### config.mk
export PLATFORM = sky130hd
export DESIGN_NAME = logic64_serial
export DESIGN_NICKNAME = d
export VERILOG_FILES = /design/src/rtl/logic64_serial.sv
export SDC_FILE = /design/constraint.sdc
export NUM_CORES = 1
export LEC_CHECK = 0
export CAP_MARGIN = 20
export CORE_ASPECT_RATIO = 1.75
export CORE_UTILIZATION = 57
export DETAILED_ROUTE_END_ITERATION = 7
export GPL_ROUTABILITY_DRIVEN = 0
export GPL_TIMING_DRIVEN = 0
export PLACE_DENSITY = 0.85
export SLEW_MARGIN = 20
export SYNTH_ARGS = -nofsm -noshare
export SYNTH_HDL_FRONTEND = slang
export SYNTH_SLANG_ARGS = --single-unit
export TNS_END_PERCENT = 30
### constraint.sdc
create_clock -name clk -period 5.09 [get_ports clk]
set_clock_uncertainty 0.1 [all_clocks]
set_input_delay 1.018 -clock clk [delete_from_list [all_inputs] [get_ports clk]]
set_output_delay 1.018 -clock clk [all_outputs]
set_load 0.01 [all_outputs]
### src/rtl/logic64_serial.sv
// Serial 64-bit bitwise logic unit: OR/AND/XOR/ANDN computed SLICE bits per cycle,
// with a valid/ready request side and a held result until the consumer accepts it.
module logic64_serial #(
  parameter int SLICE = 8
) (
  input  logic        clk,
  input  logic        reset_n,
  input  logic        in_valid,
  output logic        in_ready,
  input  logic [1:0]  op,
  input  logic [63:0] a,
  input  logic [63:0] b,
  output logic        out_valid,
  input  logic        out_ready,
  output logic [63:0] s,
  output logic        busy
);

  localparam int NSL = 64 / SLICE;
  localparam int CW  = (NSL > 1) ? $clog2(NSL) : 1;
  localparam logic [CW-1:0] LAST = CW'(NSL - 1);

  typedef enum logic [1:0] {
    IDLE = 2'd0,
    RUN  = 2'd1,
    DONE = 2'd2
  } state_t;

  state_t        state_q, state_d;
  logic [CW-1:0] cnt_q, cnt_d;
  logic [63:0]   a_q, a_d;
  logic [63:0]   b_q, b_d;
  logic [1:0]    op_q, op_d;
  logic [63:0]   res_q, res_d;
  logic [63:0]   s_q, s_d;

  logic [SLICE-1:0] sl_a, sl_b, sl_r;

  // Operands shift right each RUN cycle, so the active slice is always the low SLICE bits.
  assign sl_a = a_q[SLICE-1:0];
  assign sl_b = b_q[SLICE-1:0];

  always_comb begin
    sl_r = '0;
    case (op_q)
      2'b00:   sl_r = sl_a | sl_b;
      2'b01:   sl_r = sl_a & sl_b;
      2'b10:   sl_r = sl_a ^ sl_b;
      default: sl_r = sl_a & ~sl_b;
    endcase
  end

  always_comb begin
    state_d = state_q;
    cnt_d   = cnt_q;
    a_d     = a_q;
    b_d     = b_q;
    op_d    = op_q;
    res_d   = res_q;
    s_d     = s_q;
    case (state_q)
      IDLE: begin
        if (in_valid) begin
          a_d     = a;
          b_d     = b;
          op_d    = op;
          cnt_d   = '0;
          state_d = RUN;
        end
      end
      RUN: begin
        a_d   = a_q >> SLICE;
        b_d   = b_q >> SLICE;
        // Result fills from the top; after NSL slices the first slice sits at bit 0.
        res_d = (res_q >> SLICE) | (64'(sl_r) << (64 - SLICE));
        cnt_d = cnt_q + 1'b1;
        if (cnt_q == LAST) begin
          cnt_d   = '0;
          s_d     = res_d;
          state_d = DONE;
        end
      end
      DONE: begin
        if (out_ready) begin
          state_d = IDLE;
        end
      end
      default: state_d = IDLE;
    endcase
  end

  always_ff @(posedge clk or negedge reset_n) begin
    if (!reset_n) begin
      state_q <= IDLE;
      cnt_q   <= '0;
      a_q     <= '0;
      b_q     <= '0;
      op_q    <= '0;
      res_q   <= '0;
      s_q     <= '0;
    end else begin
      state_q <= state_d;
      cnt_q   <= cnt_d;
      a_q     <= a_d;
      b_q     <= b_d;
      op_q    <= op_d;
      res_q   <= res_d;
      s_q     <= s_d;
    end
  end

  assign in_ready  = (state_q == IDLE);
  assign out_valid = (state_q == DONE);
  assign busy      = (state_q == RUN) || (state_q == DONE);
  assign s         = s_q;

endmodule
==> results of run 1 <==
-- worst max-delay path, delay by kind of cell (launching register included) --
family | cells | cell delay (ns)
adders and majority gates | 1 | 0.32
DFF | 1 | 0.41
buffers and inverters | 2 | 0.71
-- layout make-up --
class	count	area (µm²)
buffer	65	410.4
sequential	255	6381
tap	245	306.5
inverter	20	75.07
clock buffer	29	638.1
clock inverter	11	162.7
multi-input combinational	669	4573
fill	1375	5045
timing repair buffer	202	2062
-- layer usage --
metal	GRT usage (%)	up-vias	routed length [µm]
li1	-	3833	-
met1	27.29	3936	8814
met2	52.85	223	15500
met3	5.508	53	1397
met4	9.252	0	805
met5	0	-	0
-- through the flow --
step	cell area, µm²	TNS, ns	utilization, %
6_report	14610	0	74.33
5_1_grt	14610	0	74.33
4_1_cts	14610	0	74.33
3_3_place_gp	13750	-1944.87	69.95
3_5_place_dp	13810	0	70.26
2_1_floorplan	11440	0	-
-- report_power, final --
| part | switching (mW) | total (mW) | internal, mW |
|---|---|---|---|
| clock network | 0.757 | 1.85 | 1.09 |
| logic | 2.00 | 3.88 | 1.88 |
| registers | 0.651 | 3.58 | 2.93 |
-- cells in the final DEF (no fill, tap or decap), types with 5 or more instances in the layout --
| master | instances |
|---|---|
| a21o_1 | 8 |
| a22o_1 | 16 |
| a31oi_1 | 16 |
| buf_2 | 18 |
| buf_4 | 5 |
| buf_6 | 12 |
| clkbuf_1 | 18 |
| clkbuf_16 | 23 |
| clkbuf_4 | 5 |
| clkdlybuf4s50_1 | 199 |
| clkinv_2 | 5 |
| dfrtp_1 | 255 |
| ha_1 | 14 |
| inv_1 | 20 |
| mux2_2 | 52 |
| mux2i_1 | 112 |
| nand2_1 | 220 |
| nand2_2 | 70 |
| nand3_1 | 8 |
| nor2_1 | 18 |
| o21ai_0 | 40 |
| o21ai_2 | 70 |
| or2_2 | 8 |
| xor2_1 | 8 |
-- cells by family (layout without fill, tap and decap cells) --
group | after synthesis | after routing | synth area share, %
multiplexers | 165 | 165 | 15.12
flip-flops | 255 | 255 | 55.78
XOR/XNOR | 8 | 8 | 0.6125
adder cells (fa/ha/maj) | 14 | 14 | 1.531
AND/OR/NAND/NOR | 326 | 326 | 12.53
buffers and inverters | 85 | 327 | 4.244
AO/OA/AOI/OAI | 156 | 156 | 10.18
-- worst paths after layout --
kind	start	end	slack, ns	cells past startpoint
max in group asynchronous	reset_n	s[36]$_DFFE_PN0P_	3.23	3
worst min-delay path	reset_n	a_q[60]$_DFFE_PN0P_	0.36	1
worst max-delay path	state_q[1]$_DFFE_PN0P_	in_ready	2.03	3
worst min register to register	res_q[10]$_DFFE_PN0N_	s[2]$_DFFE_PN0P_	0.37	2
worst max register to register	state_q[1]$_DFFE_PN0P_	a_q[54]$_DFFE_PN0P_	2.77	5
min in group clk	res_q[10]$_DFFE_PN0N_	s[2]$_DFFE_PN0P_	0.37	2
-- registers in the layout, summed over array words and instances (netlist names) --
| register | count |
|---|---|
| b_q | 64 |
| op_q | 2 |
| cnt_q | 3 |
| a_q | 64 |
| res_q | 56 |
| s | 64 |
| state_q | 2 |
==> impl_metrics.tcl, run 1 <==
set metrics [dict create \
    grt_max_degree 94 \
    grt_pass1_vias 8577 \
    start_util_pct 58.21 \
    crit_arrival_ns 1.94 \
    holdBufCountCts 0 \
    grt_pass1_wl_mm 42.84 \
    final_nets 1384 \
    max_freq_mhz 326.5 \
    synth_top_area_cell "dfrtp_1" \
    yosys-top-cells-count "dfrtp_1, nand2_1, mux2i_1" \
    cts_root_buf "clkbuf_16" \
    via_per_inst 5.378 \
    netlist.area_leader.share_pct 55.78 \
    layout.cells.non_filler 1496 \
    slowest_stage "clkdlybuf4s50_1" \
    syn_area_um2 11440 \
    path_cells "inv_1 -> ha_1 -> clkdlybuf4s50_1" \
    maxCapViolCount 0 \
    ys_seq_elements 255 \
    final.setup.worst_slack_ns 2.028 \
    ys_seq_area_share_pct 55.78 \
    routedWlPerCell_um 17.73 \
    yosysMostFrequentCell "dfrtp_1" \
    port_buffers 200 \
    routed_wl_mm 26.52 \
    die-area_um2 20660 \
    cts.path.max_buffers 3 \
    p_leak_nw 6.721 \
    clkLatencyLatePin_ns 0.51 \
    crit_required_ns 3.97 \
    synthTopCellsByArea "dfrtp_1, mux2i_1, nand2_1, o21ai_2, mux2_2" \
    slowest_delay_ns 0.59 \
    synth_edf_count 0 \
    crit_type "flop to output pin" \
    peakVddDrop_mv 0.3733 \
    synth.distinct_cells 30 \
    cp_max_fo 5 \
    die_y_um 189.4 \
    cts_sinks 255 \
    die_width_um 109.1 \
    diodes 0 \
    relSlewSlack_pct 59.48 \
    holdWs_ns 0.3606 \
    coreArea_um2 19650 \
    synthesis.instances 1009 \
    syn_nets 1157 \
    dp.final_hpwl_mm 19.91 \
    vias 8045 \
    rsz0062_at_grt "no" \
    cts_setup_buffers 0 \
    cts_tree "yes" \
    route.detailed.drc 0 \
    drive_gt1_share_pct 23.02 \
    dp_cells 1456 \
    min_period_ns 3.062 \
    area_growth_pct 27.70 \
    period_share_pct 60.17 \
    io_pins 201 \
    antenna_left 0 \
    fp-row-count 68 \
    synthFlopType "dfrtp_1" \
    firstDrtPassIters 5 \
    setup_violations 0 \
    cts_buffers 23 \
    status "finished, final reports clean" \
    htree_levels 1 \
    avgSynthCellArea_um2 11.34 \
    crit_path_start_kind "flop" \
    synth_warnings 0 \
    grt_usage_pct 27.07 \
    antenna_found_initial 0 \
    hold_violations 0 \
    end_kind "output pin" \
    post_cts_resize_count 0 \
    hold_class "input pin to async pin" \
    cts.clk_slew.worst_paths_ns 0.07 \
    final_max_slew_viol_count 0 \
    power_density_nw_per_um2 637.2 \
    async_flop_share_pct 100.0 \
    drtIter0Drc 302 \
    grt-ovfl-total 0 \
    finalPower_mw 9.309 \
    worst_pin_slew_ns 0.6078 \
    place_ws_ns 2.096 \
]
(Power assumes the default switching activity.)
==> run 2: changes to the inputs <==
--- a/config.mk
+++ b/config.mk
@@ -7,11 +7,11 @@
 export LEC_CHECK = 0
 export CAP_MARGIN = 20
 export CORE_ASPECT_RATIO = 1.75
-export CORE_UTILIZATION = 57
+export CORE_UTILIZATION = 53
 export DETAILED_ROUTE_END_ITERATION = 7
 export GPL_ROUTABILITY_DRIVEN = 0
 export GPL_TIMING_DRIVEN = 0
-export PLACE_DENSITY = 0.85
+export PLACE_DENSITY = 0.8
 export SLEW_MARGIN = 20
 export SYNTH_ARGS = -nofsm -noshare
 export SYNTH_HDL_FRONTEND = slang
==> constraint.sdc (replaced) <==
create_clock -name clk -period 3 [get_ports clk]
set_clock_uncertainty 0.1 [all_clocks]
set_input_delay 0.6 -clock clk [delete_from_list [all_inputs] [get_ports clk]]
set_output_delay 0.6 -clock clk [all_outputs]
set_load 0.01 [all_outputs]
==> impl_metrics.tcl, run 2 (synthesized netlist as in run 1, its figures left out) <==
set metrics [dict create \
    coreArea_um2 21020 \
    path_buf_inv 2 \
    routedWlPerCell_um 17.50 \
    die-area_um2 22200 \
    cts_sinks 255 \
    hold_depth 2 \
    period_share_pct 87.21 \
    worst_pin_slew_ns 0.6552 \
    vias 7991 \
    port_buffers 200 \
    routed_wl_mm 26.31 \
    postLayoutCoreUtil_pct 69.49 \
    slowest_delay_ns 0.60 \
    final_nets 1386 \
    grt_pass1_wl_mm 43.04 \
    hold_end "s[27]$_DFFE_PN0P_" \
    drive_gt1_share_pct 23.02 \
    start_util_pct 54.42 \
    end_kind "output pin" \
    fp-row-count 70 \
    crit_required_ns 2.30 \
    final_area_um2 14610 \
    io_pins 201 \
    peakVddDrop_mv 0.6381 \
    p_leak_nw 6.717 \
    via_per_inst 5.317 \
    hold_class "flop to flop" \
    diodes 0 \
    rsz0062_at_grt "no" \
    cts_buffers 23 \
    relSlewSlack_pct 56.16 \
    placed_cell_area_um2 13840 \
    antenna_left 0 \
    hp-start "s[27]$_DFFE_PN0P_" \
    power_density_nw_per_um2 1064 \
    rrSetupSlack_ns 0.69 \
    critPathTopFamily "buffers and inverters" \
    grt_pass1_vias 8568 \
    cts.clk_slew.worst_paths_ns 0.07 \
    htree_levels 1 \
    dp.final_hpwl_mm 20.17 \
    regToRegEndpoint "b_q[60]$_DFFE_PN0P_" \
    antenna_found_initial 0 \
    crit-reg2reg-launch "state_q[1]$_DFFE_PN0P_" \
    grt-ovfl-total 0 \
    die_y_um 196.4 \
    post_cts_resize_count 0 \
    max_freq_mhz 382.2 \
    final_common_cell "dfrtp_1" \
    setup_violations 0 \
    die_width_um 113.1 \
    maxCapViolCount 0 \
    area_growth_pct 27.69 \
    route.detailed.drc 0 \
    slowest_stage "clkdlybuf4s50_1" \
    min_period_ns 2.616 \
    grt_max_degree 95 \
    firstDrtPassIters 4 \
    cp_max_fo 5 \
    grt_usage_pct 24.76 \
    path_cells "inv_1 -> ha_1 -> clkdlybuf4s50_1" \
    r2r_cells 6 \
    cts_tree "yes" \
    final_cell_mix "dfrtp_1, nand2_1, clkdlybuf4s50_1, mux2i_1" \
    cts_root_buf "clkbuf_16" \
    crit_type "flop to output pin" \
    hold_violations 0 \
    drtIter0Drc 353 \
    clkLatencyLatePin_ns 0.50 \
    status "finished, final reports clean" \
    crit_path_start_kind "flop" \
    cts.path.max_buffers 3 \
    crit_arrival_ns 1.92 \
    final_max_slew_viol_count 0 \
]
## run 2: cell types whose count changed in the layout (fill, tap and decap cells not counted)
cell | previous run | this run
inv_6 | 2 | 0
bufinv_16 | 4 | 1
clkbuf_8 | 4 | 9
dlygate4sd3_1 | 0 | 1
clkbuf_1 | 18 | 17
buf_16 | 2 | 3
clkinv_2 | 5 | 4
## run 2: where the power goes
| part | switching (mW) | internal [mW] | total [mW] |
|---|---|---|---|
| registers | 1.08 | 4.97 | 6.05 |
| clock network | 1.26 | 1.70 | 2.96 |
| logic | 3.34 | 3.19 | 6.54 |
| total | 5.68 | 9.87 | 15.5 |
## run 2: worst min-delay path: stages (launching register included)
cell and delay [ns]:
dfrtp_1 0.34, nand2_1 0.05, nand2_1 0.05
## run 2: worst max path at each step
| stage | from | to | slack, ns | cells past startpoint |
|---|---|---|---|---|
| after global routing | state_q[0]$_DFFE_PN0P_ | in_ready | 0.28 | 3 |
| after global placement | reset_n | s[37]$_DFFE_PN0P_ | -9.48 | 1 |
| after CTS | state_q[1]$_DFFE_PN0P_ | in_ready | 0.36 | 3 |
| after detailed placement | in_valid | b_q[60]$_DFFE_PN0P_ | 0.39 | 5 |
| final | state_q[1]$_DFFE_PN0P_ | in_ready | 0.38 | 3 |
| after floorplan | state_q[0]$_DFFE_PN0P_ | a_q[0]$_DFFE_PN0P_ | 1.13 | 6 |
## run 2: repair_timing
action,in CTS,in global routing
hold endpoints to repair,16,0
hold buffers,1,0
buffers inserted,0,0
## run 2: layer usage
| layer | vias to the layer above | wire length [µm] | GRT usage [%] |
|---|---|---|---|
| li1 | 3842 | - | - |
| met1 | 3903 | 9096 | 25.14 |
| met2 | 197 | 15050 | 49.31 |
| met3 | 49 | 1303 | 4.674 |
| met4 | 0 | 857 | 8.333 |
| met5 | - | 0 | 0 |
## run 2: final cells by class
cell class	instances	area [µm²]
buffer	65	410.4
clock buffer	33	703.2
clock inverter	5	50.05
fill	1639	6412
inverter	20	75.07
multi-input combinational	669	4573
sequential	255	6381
tap	252	315.3
timing repair buffer	204	2100
## run 2: per-stage QoR
stage                     instances  hold slack, ns  total power [mW]  setup TNS [ns]  setup slack (ns)
after floorplan                1009          0.2044             10.64               0             1.130
after global placement         1461          0.3495             12.42        -2409.16            -9.479
after detailed placement       1464          0.3404             12.73               0            0.3896
after CTS                      1503          0.3769             15.72               0            0.3609
after global routing           1503          0.3888             16.57               0            0.2841
final                          1503          0.3710             15.55               0            0.3836
